===== src/rtl/cva6_mem_req_arbiter.sv =====
// Memory request arbiter: grants one requester at a time onto a tagged memory port
// and routes responses back by transaction ID. Define CVA6_MEMARB_RR_EN for round-robin arbitration.
module cva6_mem_req_arbiter #(
    parameter int unsigned NrPorts   = 3,
    parameter int unsigned AddrWidth = 64,
    parameter int unsigned TidWidth  = 2
) (
    input  logic                         clk_i,
    input  logic                         rst_ni,
    input  logic [NrPorts-1:0]           req_valid_i,
    input  logic [NrPorts*AddrWidth-1:0] req_addr_i,
    input  logic [NrPorts-1:0]           req_we_i,
    output logic [NrPorts-1:0]           req_gnt_o,
    output logic                         mem_req_o,
    output logic [AddrWidth-1:0]         mem_addr_o,
    output logic                         mem_we_o,
    output logic [TidWidth-1:0]          mem_tid_o,
    input  logic                         mem_gnt_i,
    input  logic                         mem_rsp_valid_i,
    input  logic [TidWidth-1:0]          mem_rsp_tid_i,
    output logic [NrPorts-1:0]           rsp_valid_o,
    output logic                         rsp_err_o,
    input  logic                         flush_i,
    output logic                         flush_done_o,
    output logic [TidWidth:0]            outstanding_o
);

    localparam int unsigned NumIds = 2 ** TidWidth;
    localparam int unsigned PortW  = (NrPorts > 1) ? $clog2(NrPorts) : 1;

    typedef enum logic [1:0] {
        IDLE,
        ISSUE,
        DRAIN
    } state_e;

    state_e                           state_q, state_d;
    logic [PortW-1:0]                 port_q, port_d;
    logic [AddrWidth-1:0]             addr_q, addr_d;
    logic                             we_q, we_d;
    logic [TidWidth-1:0]              tid_q, tid_d;
    logic [NumIds-1:0]                busy_q, busy_d;
    logic [NumIds-1:0][PortW-1:0]     owner_q, owner_d;

    logic                             arb_found;
    logic [PortW-1:0]                 arb_port;
    logic                             free_found;
    logic [TidWidth-1:0]              free_id;

`ifdef CVA6_MEMARB_RR_EN
    logic [PortW-1:0]                 rr_q, rr_d;
    logic [PortW:0]                   arb_sum;

    // Scan ports starting at the pointer, wrapping modulo NrPorts.
    always_comb begin
        arb_found = 1'b0;
        arb_port  = '0;
        arb_sum   = '0;
        for (int unsigned i = 0; i < NrPorts; i++) begin
            arb_sum = {1'b0, rr_q} + (PortW+1)'(i);
            if (arb_sum >= (PortW+1)'(NrPorts)) begin
                arb_sum = arb_sum - (PortW+1)'(NrPorts);
            end
            if (!arb_found && req_valid_i[arb_sum[PortW-1:0]]) begin
                arb_found = 1'b1;
                arb_port  = arb_sum[PortW-1:0];
            end
        end
    end
`else
    always_comb begin
        arb_found = 1'b0;
        arb_port  = '0;
        for (int unsigned i = 0; i < NrPorts; i++) begin
            if (!arb_found && req_valid_i[i]) begin
                arb_found = 1'b1;
                arb_port  = PortW'(i);
            end
        end
    end
`endif

    always_comb begin
        free_found = 1'b0;
        free_id    = '0;
        for (int unsigned i = 0; i < NumIds; i++) begin
            if (!free_found && !busy_q[i]) begin
                free_found = 1'b1;
                free_id    = TidWidth'(i);
            end
        end
    end

    always_comb begin
        outstanding_o = '0;
        for (int unsigned i = 0; i < NumIds; i++) begin
            outstanding_o = outstanding_o + (TidWidth+1)'(busy_q[i]);
        end
    end

    always_comb begin
        rsp_valid_o = '0;
        if (mem_rsp_valid_i && busy_q[mem_rsp_tid_i]) begin
            rsp_valid_o[owner_q[mem_rsp_tid_i]] = 1'b1;
        end
    end

    // busy_q is already clear during reset; rst_ni keeps the error pulse quiet too.
    assign rsp_err_o  = rst_ni & mem_rsp_valid_i & ~busy_q[mem_rsp_tid_i];
    assign mem_addr_o = addr_q;
    assign mem_we_o   = we_q;
    assign mem_tid_o  = tid_q;

    always_comb begin
        state_d      = state_q;
        port_d       = port_q;
        addr_d       = addr_q;
        we_d         = we_q;
        tid_d        = tid_q;
        busy_d       = busy_q;
        owner_d      = owner_q;
`ifdef CVA6_MEMARB_RR_EN
        rr_d         = rr_q;
`endif
        req_gnt_o    = '0;
        mem_req_o    = 1'b0;
        flush_done_o = 1'b0;

        // Free first, then mark the newly granted ID; the two never collide.
        if (mem_rsp_valid_i && busy_q[mem_rsp_tid_i]) begin
            busy_d[mem_rsp_tid_i] = 1'b0;
        end

        case (state_q)
            IDLE: begin
                if (flush_i) begin
                    state_d = DRAIN;
                end else if (arb_found && free_found) begin
                    port_d  = arb_port;
                    addr_d  = req_addr_i[arb_port*AddrWidth +: AddrWidth];
                    we_d    = req_we_i[arb_port];
                    tid_d   = free_id;
                    state_d = ISSUE;
                end
            end
            ISSUE: begin
                mem_req_o = 1'b1;
                if (mem_gnt_i) begin
                    req_gnt_o[port_q] = 1'b1;
                    busy_d[tid_q]     = 1'b1;
                    owner_d[tid_q]    = port_q;
`ifdef CVA6_MEMARB_RR_EN
                    rr_d = (port_q == PortW'(NrPorts - 1)) ? '0 : port_q + 1'b1;
`endif
                    state_d = flush_i ? DRAIN : IDLE;
                end
            end
            DRAIN: begin
                if (outstanding_o == '0) begin
                    flush_done_o = 1'b1;
                    state_d      = IDLE;
                end
            end
            default: state_d = IDLE;
        endcase
    end

    always_ff @(posedge clk_i or negedge rst_ni) begin
        if (!rst_ni) begin
            state_q <= IDLE;
            port_q  <= '0;
            addr_q  <= '0;
            we_q    <= 1'b0;
            tid_q   <= '0;
            busy_q  <= '0;
            owner_q <= '0;
`ifdef CVA6_MEMARB_RR_EN
            rr_q    <= '0;
`endif
        end else begin
            state_q <= state_d;
            port_q  <= port_d;
            addr_q  <= addr_d;
            we_q    <= we_d;
            tid_q   <= tid_d;
            busy_q  <= busy_d;
            owner_q <= owner_d;
`ifdef CVA6_MEMARB_RR_EN
            rr_q    <= rr_d;
`endif
        end
    end

endmodule


===== config.mk =====
export PLATFORM = sky130hd
export DESIGN_NAME = cva6_mem_req_arbiter
export DESIGN_NICKNAME = d
export VERILOG_FILES = /design/src/rtl/cva6_mem_req_arbiter.sv
export SDC_FILE = /design/constraint.sdc
export NUM_CORES = 1
export LEC_CHECK = 0
export BUFFER_PORTS_ARGS = -buffer_cell sky130_fd_sc_hd__buf_2
export CAP_MARGIN = 20
export CORE_AREA = 5 5 145 147
export CTS_CLUSTER_SIZE = 10
export DETAILED_ROUTE_END_ITERATION = 6
export DIE_AREA = 0 0 150 152
export PLACE_DENSITY_LB_ADDON = 0.05
export REMOVE_ABC_BUFFERS = 1
export SYNTH_ARGS = -nofsm -noshare
export SYNTH_HDL_FRONTEND = slang
export SYNTH_SLANG_ARGS = --single-unit

===== constraint.sdc =====
create_clock -name clk_i -period 2.3 [get_ports clk_i]
set_input_delay 0.23 -clock clk_i [delete_from_list [all_inputs] [get_ports clk_i]]
set_output_delay 0.23 -clock clk_i [all_outputs]
set_load 0.01 [all_outputs]

==> reports/qor.yml, run 1 <==
sta:
  fmax_mhz: 395
  tightest_slew_ns: 0.609
  rsz0062_at_grt: "yes"
  post-route-min-period_ns: 2.53
  hold_viol: 0
  post-route-period-util: 1.10
  finalClockSkew_ns: 0.0127
  max-slew-margin-rel: 0.594
  finalSetupViolCount: 1
  holdWs_ns: 0.190
  maxSlewViolCount: 0
  finalWorstSetupSlack_ns: -0.232
cts:
  clkTransAtPathRegs_ns: 0.06
  tritoncts: "yes"
  clkSinkCount: 83
  htreeDepth: 3
  clock_latency_ns: 0.35
  cts-root-buf: "clkbuf_16"
  clockBufferDepth: 2
  cts_made_buffers: 9
floorplan:
  initial_core_util: 0.251
  row_count: 52
  die_w_um: 150
  die_area_um2: 22800
  design.core.area_um2: 19800
  io_pins: 284
  die_h_um: 152
cells_and_area:
  final_layout_size_suffix_gt1_frac: 0.492
  syn_to_final_growth_pct: 43.1
  nets: 941
  fin_cells: 1007
  final_core_util: 0.359
  nFillCells: 2078
yosys:
  synthCells: 463
  synth_xor_area_frac: 0
  avgSynthCellArea_um2: 10.7
  yosys_most_used_dff: "dfrtp_1"
  syn-cell-area_um2: 4960
  synth-simple-area-share: 0.171
  synth_top_family_by_area: "multiplexers"
  synth_edf_count: 0
  async_reset_ff_frac: 1.00
  synth.area.mux_share: 0.171
  synth_compound_area_frac: 0.130
  yosys_register_bits: 83
  yosysSeqAreaShare: 0.419
  synth.yosys.warnings: 0
  synth_cell_type_count: 35
  synthAdderAreaFrac: 0.0141
critical_path:
  crit_arrival_ns: 2.30
  crit_path_end_kind: "primary output"
  cp_max_fo: 2
  start_kind: "flop"
  crit_type: "flop to primary output"
  required_ns: 2.07
global_route:
  antenna_found_initial: 3
  grt_max_degree: 84
  grt_first_pass_wirelength_um: 27800
  grt_pass1_vias: 5081
  overflow: 0
  grt_usage: 0.156
detailed_routing:
  vias: 4717
  route.detailed.drc: 0
  drt-pass1-iter-count: 4
  routed_wl_um: 18000
  vias_per_cell: 4.68
  wl_per_cell_um: 17.9
  drtAntennaViolNets: 0
  drtIter0Drc: 135
placed_design:
  gp_congestion: 0.738
  dp_hpwl_um: 13400
  io_buffers: 283
  placed_cells: 988
flow_run:
  drv_cap: 0
min_path:
  min_path_type: "input port to flop"
status:
  status: "complete, but fails checks"
  violations: "setup timing"
pwr:
  power_density_nw_per_um2: 1000
  vdd_drop_max_mv: 0.367
  power.leakage_nw: 3.48
==> placed cells by master, fill, tap and decap left out, drive strengths merged, types with 2 or more instances in the layout <==
master    n
a21oi     2
o21ai     3
nor2      3
bufinv    3
nand4     3
mux2     11
or4b     65
nor3      7
ha        4
nand2     5
clkinv    2
clkbuf   10
inv      73
dfrtp    83
and3      2
nand3     2
buf     301
nor2b     4
mux2i    68
nand2b    3
o221ai   65
nor3b     3
mux4      2
or3       2
==> repair_timing <==
item | in CTS | in global routing
buffers inserted | 0 | 1
endpoints found under the hold margin | 83 | 0
pin swaps | 2 | 0
hold buffers | 1 | 0
endpoints found under the setup margin | 1 | 1
resized for setup | 4 | 0
==> metal layers <==
layer,part of all wire,track usage,vias up
met1,0.40,0.185,2236
met5,0.0015,0,-
met3,0.083,0.0530,21
met4,0.018,0.0466,4
met2,0.50,0.266,169
li1,-,-,2287
==> state kept, by name, indices dropped and copies added, names as in the netlist <==
name / flops
mem_addr_o: 64
owner_q: 8
busy_q: 4
mem_tid_o: 2
port_q: 2
state_q: 2
mem_we_o: 1
==> cells by family (layout without fill, tap and decap cells) <==
family	after synthesis	in the layout
buffers and inverters	117	390
and+or+nand+nor	101	101
DFF	83	83
muxes	81	81
AOI/OAI and AO/OA	76	76
adders and majority gates	5	5
other	0	1
==> final timing paths <==
check                                              to              startpoint  cells past startpoint  slack [ns]
setup / recovery                         flush_done_o     busy_q[3]$_DFF_PN0_                      6       -0.23
hold / removal                 state_q[1]$_DFFE_PN0P_               mem_gnt_i                      3        0.19
setup reg to reg               state_q[1]$_DFFE_PN0P_     busy_q[3]$_DFF_PN0_                      6        0.28
hold reg to reg                owner_q[4]$_DFFE_PN0P_  owner_q[4]$_DFFE_PN0P_                      1        0.51
max in group asynchronous  mem_addr_o[59]$_DFFE_PN0P_                  rst_ni                      3        1.44
min in group asynchronous         busy_q[0]$_DFF_PN0_                  rst_ni                      3        0.47
==> area by class of cell <==
| type | count | area [um2] | share of cell area |
|---|---|---|---|
| diodes | 1 | 2.50 | 0.000352 |
| flip-flops and latches | 83 | 2080 | 0.292 |
| inverters | 72 | 270 | 0.0381 |
| clock inverters | 6 | 113 | 0.0159 |
| well taps | 270 | 338 | 0.0476 |
| clock buffers | 10 | 229 | 0.0322 |
| repair buffers | 302 | 1630 | 0.229 |
| multi-input cells | 263 | 2450 | 0.344 |
==> synthesized netlist by cell type (3+ instances only) <==
| cell type | instances | area share |
|---|---|---|
| buf_2 | 12 | 0.012 |
| clkbuf_1 | 29 | 0.022 |
| dfrtp_1 | 83 | 0.42 |
| ha_1 | 4 | 0.010 |
| inv_1 | 72 | 0.054 |
| mux2_2 | 11 | 0.025 |
| mux2i_1 | 68 | 0.14 |
| nand2_1 | 5 | 0.0038 |
| nand2b_1 | 3 | 0.0038 |
| nand4_1 | 3 | 0.0038 |
| nor2_1 | 3 | 0.0023 |
| nor2b_1 | 4 | 0.0050 |
| nor3_1 | 7 | 0.0071 |
| nor3b_1 | 3 | 0.0045 |
| o221ai_1 | 65 | 0.11 |
| or4b_1 | 40 | 0.081 |
| or4b_2 | 25 | 0.050 |
==> power breakdown <==
group / switching (mW) / total [mW] / internal (mW)
registers: 0.397 / 2.54 / 2.14
logic: 1.55 / 2.90 / 1.35
clock network: 0.619 / 1.69 / 1.07
==> worst max-delay path: stages (launching register included) <==
cell     delay [ns]
dfrtp_1        0.39
fa_1           0.55
ha_2           0.19
ha_4           0.20
or3_4          0.33
nor3b_2        0.15
buf_2          0.14
==> per-stage QoR <==
stage / area (um2) / setup slack (ns) / TNS (ns) / total power, mW
floorplan: 4760 / -1.36 / -82.55 / 4.11
detailed placement: 6720 / 0.0232 / 0 / 5.51
CTS: 7090 / -0.265 / -0.265 / 7.30
global placement: 6720 / 0.0509 / 0 / 5.46
global route: 7100 / -0.317 / -0.317 / 7.69
finish: 7100 / -0.232 / -0.232 / 7.12
(Power assumes the default switching activity.)
==> run 2, diff against run 1 <==
--- a/config.mk
+++ b/config.mk
@@ -8,7 +8,6 @@
 export BUFFER_PORTS_ARGS = -buffer_cell sky130_fd_sc_hd__buf_2
 export CAP_MARGIN = 20
 export CORE_AREA = 5 5 145 147
-export CTS_CLUSTER_SIZE = 10
 export DETAILED_ROUTE_END_ITERATION = 6
 export DIE_AREA = 0 0 150 152
 export PLACE_DENSITY_LB_ADDON = 0.05
==> constraint.sdc (replaced) <==
create_clock -name clk_i -period 2.72 [get_ports clk_i]
set_input_delay 0.272 -clock clk_i [delete_from_list [all_inputs] [get_ports clk_i]]
set_output_delay 0.272 -clock clk_i [all_outputs]
set_load 0.01 [all_outputs]
==> reports/qor.yml, run 2 (synthesized netlist as in run 1, its figures left out) <==
status:
  status: "finished, final reports clean"  # was complete, but fails checks
global_route:
  grt_first_pass_wirelength_um: 27800  # about the same
  grt_usage: 0.154  # was 0.156
  grt_pass1_vias: 5193  # was 5081
  grt_max_degree: 52  # was 84
  overflow: 0  # unchanged
  antenna_found_initial: 2  # was 3
placed_design:
  gp_congestion: 0.752  # was 0.738
  io_buffers: 283  # unchanged
  dp_hpwl_um: 13600  # was 13400 um
  placed_cells: 985  # was 988
  preCtsSetupSlack_ns: 0.324  # was 0.0232 ns
floorplan:
  io_pins: 284  # unchanged
  die_area_um2: 22800  # unchanged
  design.core.area_um2: 19800  # unchanged
  initial_core_util: 0.251  # unchanged
  die_w_um: 150  # unchanged
  row_count: 52  # unchanged
  die_h_um: 152  # unchanged
critical_path:
  start_kind: "flop"  # unchanged
  required_ns: 2.45  # was 2.07 ns
  crit_path_end_kind: "primary output"  # unchanged
  crit_type: "flop to primary output"  # unchanged
  cp_max_fo: 2  # unchanged
  crit_arrival_ns: 2.33  # was 2.30 ns
cts:
  cts_made_buffers: 9  # unchanged
  cts-root-buf: "clkbuf_16"  # unchanged
  tritoncts: "yes"  # unchanged
  clkSinkCount: 83  # unchanged
  clockBufferDepth: 2  # unchanged
  clkTransAtPathRegs_ns: 0.06  # about the same
  htreeDepth: 3  # unchanged
  clock_latency_ns: 0.34  # was 0.35 ns
detailed_routing:
  vias_per_cell: 4.66  # was 4.68
  vias: 4689  # was 4717
  routed_wl_um: 17800  # was 18000 um
  route.detailed.drc: 0  # unchanged
  drt-pass1-iter-count: 4  # unchanged
  wl_per_cell_um: 17.7  # was 17.9 um
  drtAntennaViolNets: 0  # unchanged
  drtIter0Drc: 155  # was 135
sta:
  maxSlewViolCount: 0  # unchanged
  finalSetupViolCount: 0  # was 1
  finalClockSkew_ns: 0.00473  # was 0.0127 ns
  post-route-min-period_ns: 2.60
  hold_viol: 0  # unchanged
  max-slew-margin-rel: 0.560  # was 0.594
  tightest_slew_ns: 0.660  # was 0.609 ns
  rsz0062_at_grt: "no"  # was yes
  fmax_mhz: 384
  holdWs_ns: 0.228  # was 0.190 ns
  finalWorstSetupSlack_ns: 0.116  # was -0.232 ns
  post-route-period-util: 0.957
cells_and_area:
  regArea_um2: 2080  # unchanged
  nFillCells: 2098  # was 2078
  syn_to_final_growth_pct: 41.5  # was 43.1%
  final_core_util: 0.355  # was 0.359
  mostFrequentLayoutCells: "buf_2 (282), dfrtp_1 (83), inv_1 (72), mux2i_1 (68), o221ai_1 (65)"  # unchanged
  largest_register_ffs: 64  # unchanged
  fin_cells: 1006  # was 1007
  multiInputGateArea_um2: 2430  # was 2450 um2
  final_layout_size_suffix_gt1_frac: 0.490  # was 0.492
  mostFrequentLayoutCell: "buf_2"  # unchanged
  nets: 940  # was 941
pwr:
  vdd_drop_max_mv: 0.293  # was 0.367 mV
  power_mw: 5.92  # was 7.12 mW
  power.leakage_nw: 3.45  # was 3.48 nW
  power_density_nw_per_um2: 843  # was 1000 nW/um2
min_path:
  min_path_type: "input port to flop"  # unchanged
flow_run:
  drv_cap: 0  # unchanged
-- run 2: critical path: stages (launching register included) --
cell and delay, ns:
dfrtp_1 0.41, fa_1 0.49, ha_2 0.18, ha_1 0.28
or3_4 0.34, nor3b_2 0.15, buf_2 0.15
-- run 2: path summary, 6_finish.rpt --
kind / from / end / slack [ns] / cells past startpoint
min in group asynchronous: rst_ni / mem_addr_o[33]$_DFFE_PN0P_ / 0.42 / 2
setup / recovery: busy_q[3]$_DFF_PN0_ / flush_done_o / 0.12 / 6
max in group asynchronous: rst_ni / owner_q[2]$_DFFE_PN0P_ / 1.23 / 3
setup reg to reg: busy_q[0]$_DFF_PN0_ / mem_addr_o[52]$_DFFE_PN0P_ / 0.68 / 6
hold / removal: mem_gnt_i / state_q[1]$_DFFE_PN0P_ / 0.23 / 3
hold reg to reg: owner_q[0]$_DFFE_PN0P_ / owner_q[0]$_DFFE_PN0P_ / 0.51 / 1
-- run 2: power breakdown --
group	internal [mW]	leakage (nW)	switching, mW
combinational	1.12	2.33	1.31
sequential	1.81	0.965	0.327
clock	0.853	0.159	0.496
total	3.78	3.45	2.14
-- run 2: metrics by stage --
| step | cell area, um2 | TNS, ns |
|---|---|---|
| final | 7020 | 0 |
| after global routing | 7020 | 0 |
| after CTS | 7010 | 0 |
| after detailed placement | 6640 | 0 |
| after global placement | 6640 | 0 |
| after floorplan | 4760 | -53.57 |
-- run 2: final cells by class --
cell class	instances	share of cell area
clock buffer	12	0.0365
sequential	83	0.296
tap	270	0.0481
clock inverter	4	0.0103
antenna	1	0.000357
multi-input combinational	263	0.347
inverter	72	0.0385
timing repair buffer	301	0.224
-- run 2: repair_timing --
action / in CTS / in global routing
hold buffers: 1 / 0
hold endpoints to repair: 33 / 0
endpoints found under the setup margin: 1 / 1
resized for setup: 1 / 2
gates cloned: 0 / 0
pin swaps: 0 / 2
setup buffers: 3 / 0
-- run 2: per-layer routing --
layer | vias to the layer above | wire length, um | track usage
met5 | - | 13 | 0
met4 | 2 | 253 | 0.0462
met3 | 18 | 1440 | 0.0435
met2 | 173 | 9050 | 0.267
met1 | 2207 | 7080 | 0.185
li1 | 2289 | - | -
==> run 3, diff against run 2 <==
--- a/config.mk
+++ b/config.mk
@@ -12,6 +12,7 @@
 export DIE_AREA = 0 0 150 152
 export PLACE_DENSITY_LB_ADDON = 0.05
 export REMOVE_ABC_BUFFERS = 1
+export SETUP_SLACK_MARGIN = 0.4
 export SYNTH_ARGS = -nofsm -noshare
 export SYNTH_HDL_FRONTEND = slang
 export SYNTH_SLANG_ARGS = --single-unit
==> reports/qor.yml, run 3 (synthesized netlist as in run 1, its figures left out) <==
detailed_routing:
  drtIter0Drc: 171  # was 155
  vias_per_cell: 4.66  # about the same
  routed_wl_um: 17900  # was 17800 um
  drt-pass1-iter-count: 4  # unchanged
  drtAntennaViolNets: 0  # unchanged
  wl_per_cell_um: 17.8  # was 17.7 um
  route.detailed.drc: 0  # unchanged
  vias: 4692  # was 4689
global_route:
  antenna_found_initial: 2  # unchanged
  grt_max_degree: 52  # unchanged
  grt_usage: 0.154  # about the same
  grt_pass1_vias: 5193  # unchanged
  overflow: 0  # unchanged
  grt_first_pass_wirelength_um: 27800  # unchanged
placed_design:
  dp_hpwl_um: 13600  # unchanged
  preCtsSetupSlack_ns: 0.324  # unchanged
  io_buffers: 283  # unchanged
  gp_congestion: 0.752  # unchanged
sta:
  setup_tns_ns: 0  # unchanged
  post-route-period-util: 0.951  # was 0.957
  finalSetupViolCount: 0  # unchanged
  post-route-min-period_ns: 2.59  # was 2.60 ns
  rsz0062_at_grt: "yes"  # was no
  finalWorstSetupSlack_ns: 0.132  # was 0.116 ns
  hold_viol: 0  # unchanged
  max-slew-margin-rel: 0.560  # about the same
  fmax_mhz: 386  # was 384 MHz
  maxSlewViolCount: 0  # unchanged
  tightest_slew_ns: 0.659  # was 0.660 ns
  finalClockSkew_ns: 0.00460  # was 0.00473 ns
cts:
  htreeDepth: 3  # unchanged
  clock_latency_ns: 0.34  # about the same
  tritoncts: "yes"  # unchanged
  clkSinkCount: 83  # unchanged
  cts-root-buf: "clkbuf_16"  # unchanged
  clockBufferDepth: 2  # unchanged
  cts_made_buffers: 9  # unchanged
  clkTransAtPathRegs_ns: 0.06  # about the same
status:
  status: "finished, final reports clean"  # unchanged
critical_path:
  r2r_start: "busy_q[0]$_DFF_PN0_"  # unchanged
  max_stage_delay_ns: 0.56  # was 0.49 ns
  cp-endpoint: "flush_done_o"  # unchanged
  cp_max_fo: 2  # unchanged
  crit_path_end_kind: "primary output"  # unchanged
  cp_slowest_cell: "fa_1"  # unchanged
  crit_arrival_ns: 2.32  # was 2.33 ns
  crit_start: "busy_q[0]$_DFF_PN0_"  # was busy_q[3]$_DFF_PN0_
  crit_type: "flop to primary output"  # unchanged
  r2r_cells: 6  # unchanged
  cp_cell_sequence: "fa_1 > ha_2 > ha_4 > or3_4 > nor3b_2 > buf_2"  # was fa_1 > ha_2 > ha_1 > or3_4 > nor3b_2 > buf_2
  start_kind: "flop"  # unchanged
  required_ns: 2.45  # about the same
  r2r_setup_slack_ns: 0.67  # was 0.68 ns
  r2r_end: "mem_addr_o[52]$_DFFE_PN0P_"  # unchanged
cells_and_area:
  syn_to_final_growth_pct: 41.7  # was 41.5%
  nets: 940  # unchanged
  mostFrequentLayoutCells: "buf_2 (282), dfrtp_1 (83), inv_1 (72), mux2i_1 (68), o221ai_1 (65)"  # unchanged
  largest_register_ffs: 64  # unchanged
  final_layout_size_suffix_gt1_frac: 0.491  # was 0.490
  mostFrequentLayoutCell: "buf_2"  # unchanged
floorplan:
  io_pins: 284  # unchanged
  die_h_um: 152  # unchanged
  initial_core_util: 0.251  # unchanged
  die_w_um: 150  # unchanged
  die_area_um2: 22800  # unchanged
  row_count: 52  # unchanged
  design.core.area_um2: 19800  # unchanged
flow_run:
  drv_cap: 0  # unchanged
min_path:
  min_path_type: "input port to flop"  # unchanged
pwr:
  vdd_drop_max_mv: 0.293  # about the same
  power.leakage_nw: 3.45  # about the same
  power_density_nw_per_um2: 843  # about the same
-- run 3: cell count changes in the layout (fill, tap and decap cells not counted) --
cell	change
ha_4	+1
ha_1	-1
-- run 3: final cells by class --
cell class | instances | area [um2]
timing repair buffer | 301 | 1570
tap | 270 | 338
multi-input combinational | 263 | 2450
clock buffer | 12 | 256
sequential | 83 | 2080
fill | 2097 | 12700
inverter | 72 | 270
antenna | 1 | 2.50
clock inverter | 4 | 72.6
-- run 3: metrics by stage --
step           hold slack, ns  area, um2  total power [mW]  utilization  instances
2_1_floorplan         -0.0236       4760              3.47            -        418
3_3_place_gp            0.272       6640              4.57        0.336        985
3_5_place_dp            0.277       6640              4.61        0.336        985
4_1_cts                 0.204       7030              6.07        0.355       1005
5_1_grt                 0.252       7030              6.41        0.356       1006
6_report                0.233       7030              5.93        0.356       1006
-- run 3: timing repair --
item                                    4_1_cts  5_1_grt
endpoints found under the hold margin        33        0
endpoints found under the setup margin        1        1
cloned                                        0        0
resized for setup                             4        0
hold buffers                                  1        0
buffers inserted                              3        0
pin swaps                                     2        1
-- run 3: how the worst min path moves through the flow --
stage | slack [ns] | end | cells past startpoint | from
6_report | 0.23 | state_q[1]$_DFFE_PN0P_ | 3 | mem_gnt_i
5_1_grt | 0.25 | state_q[1]$_DFFE_PN0P_ | 3 | mem_gnt_i
4_1_cts | 0.20 | state_q[1]$_DFFE_PN0P_ | 3 | mem_gnt_i
3_5_place_dp | 0.28 | mem_addr_o[33]$_DFFE_PN0P_ | 1 | rst_ni
3_3_place_gp | 0.27 | mem_addr_o[33]$_DFFE_PN0P_ | 1 | rst_ni
2_1_floorplan | -0.02 | busy_q[0]$_DFF_PN0_ | 0 | rst_ni
-- run 3: per-layer routing --
layer / vias up / global-route usage / routed length (um) / share of wire
met2: 166 / 0.268 / 9090 / 0.51
met5: - / 0 / 13 / 0.00073
li1: 2289 / - / - / -
met1: 2217 / 0.184 / 7120 / 0.40
met4: 2 / 0.0462 / 253 / 0.014
met3: 18 / 0.0435 / 1400 / 0.078
-- run 3: power breakdown --
group          switching, mW  total (mW)  internal, mW
Clock                  0.495        1.35         0.853
Combinational           1.32        2.44          1.12
Sequential             0.329        2.14          1.81
Total                   2.14        5.93          3.79
-- run 3: worst max-delay path: cells and delay by family, from the launching register on --
kind / cells / cell delay, ns
AND/OR/NAND/NOR: 2 / 0.48
flip-flops: 1 / 0.40
adder cells (fa/ha/maj): 3 / 0.94
buffers and inverters: 1 / 0.15
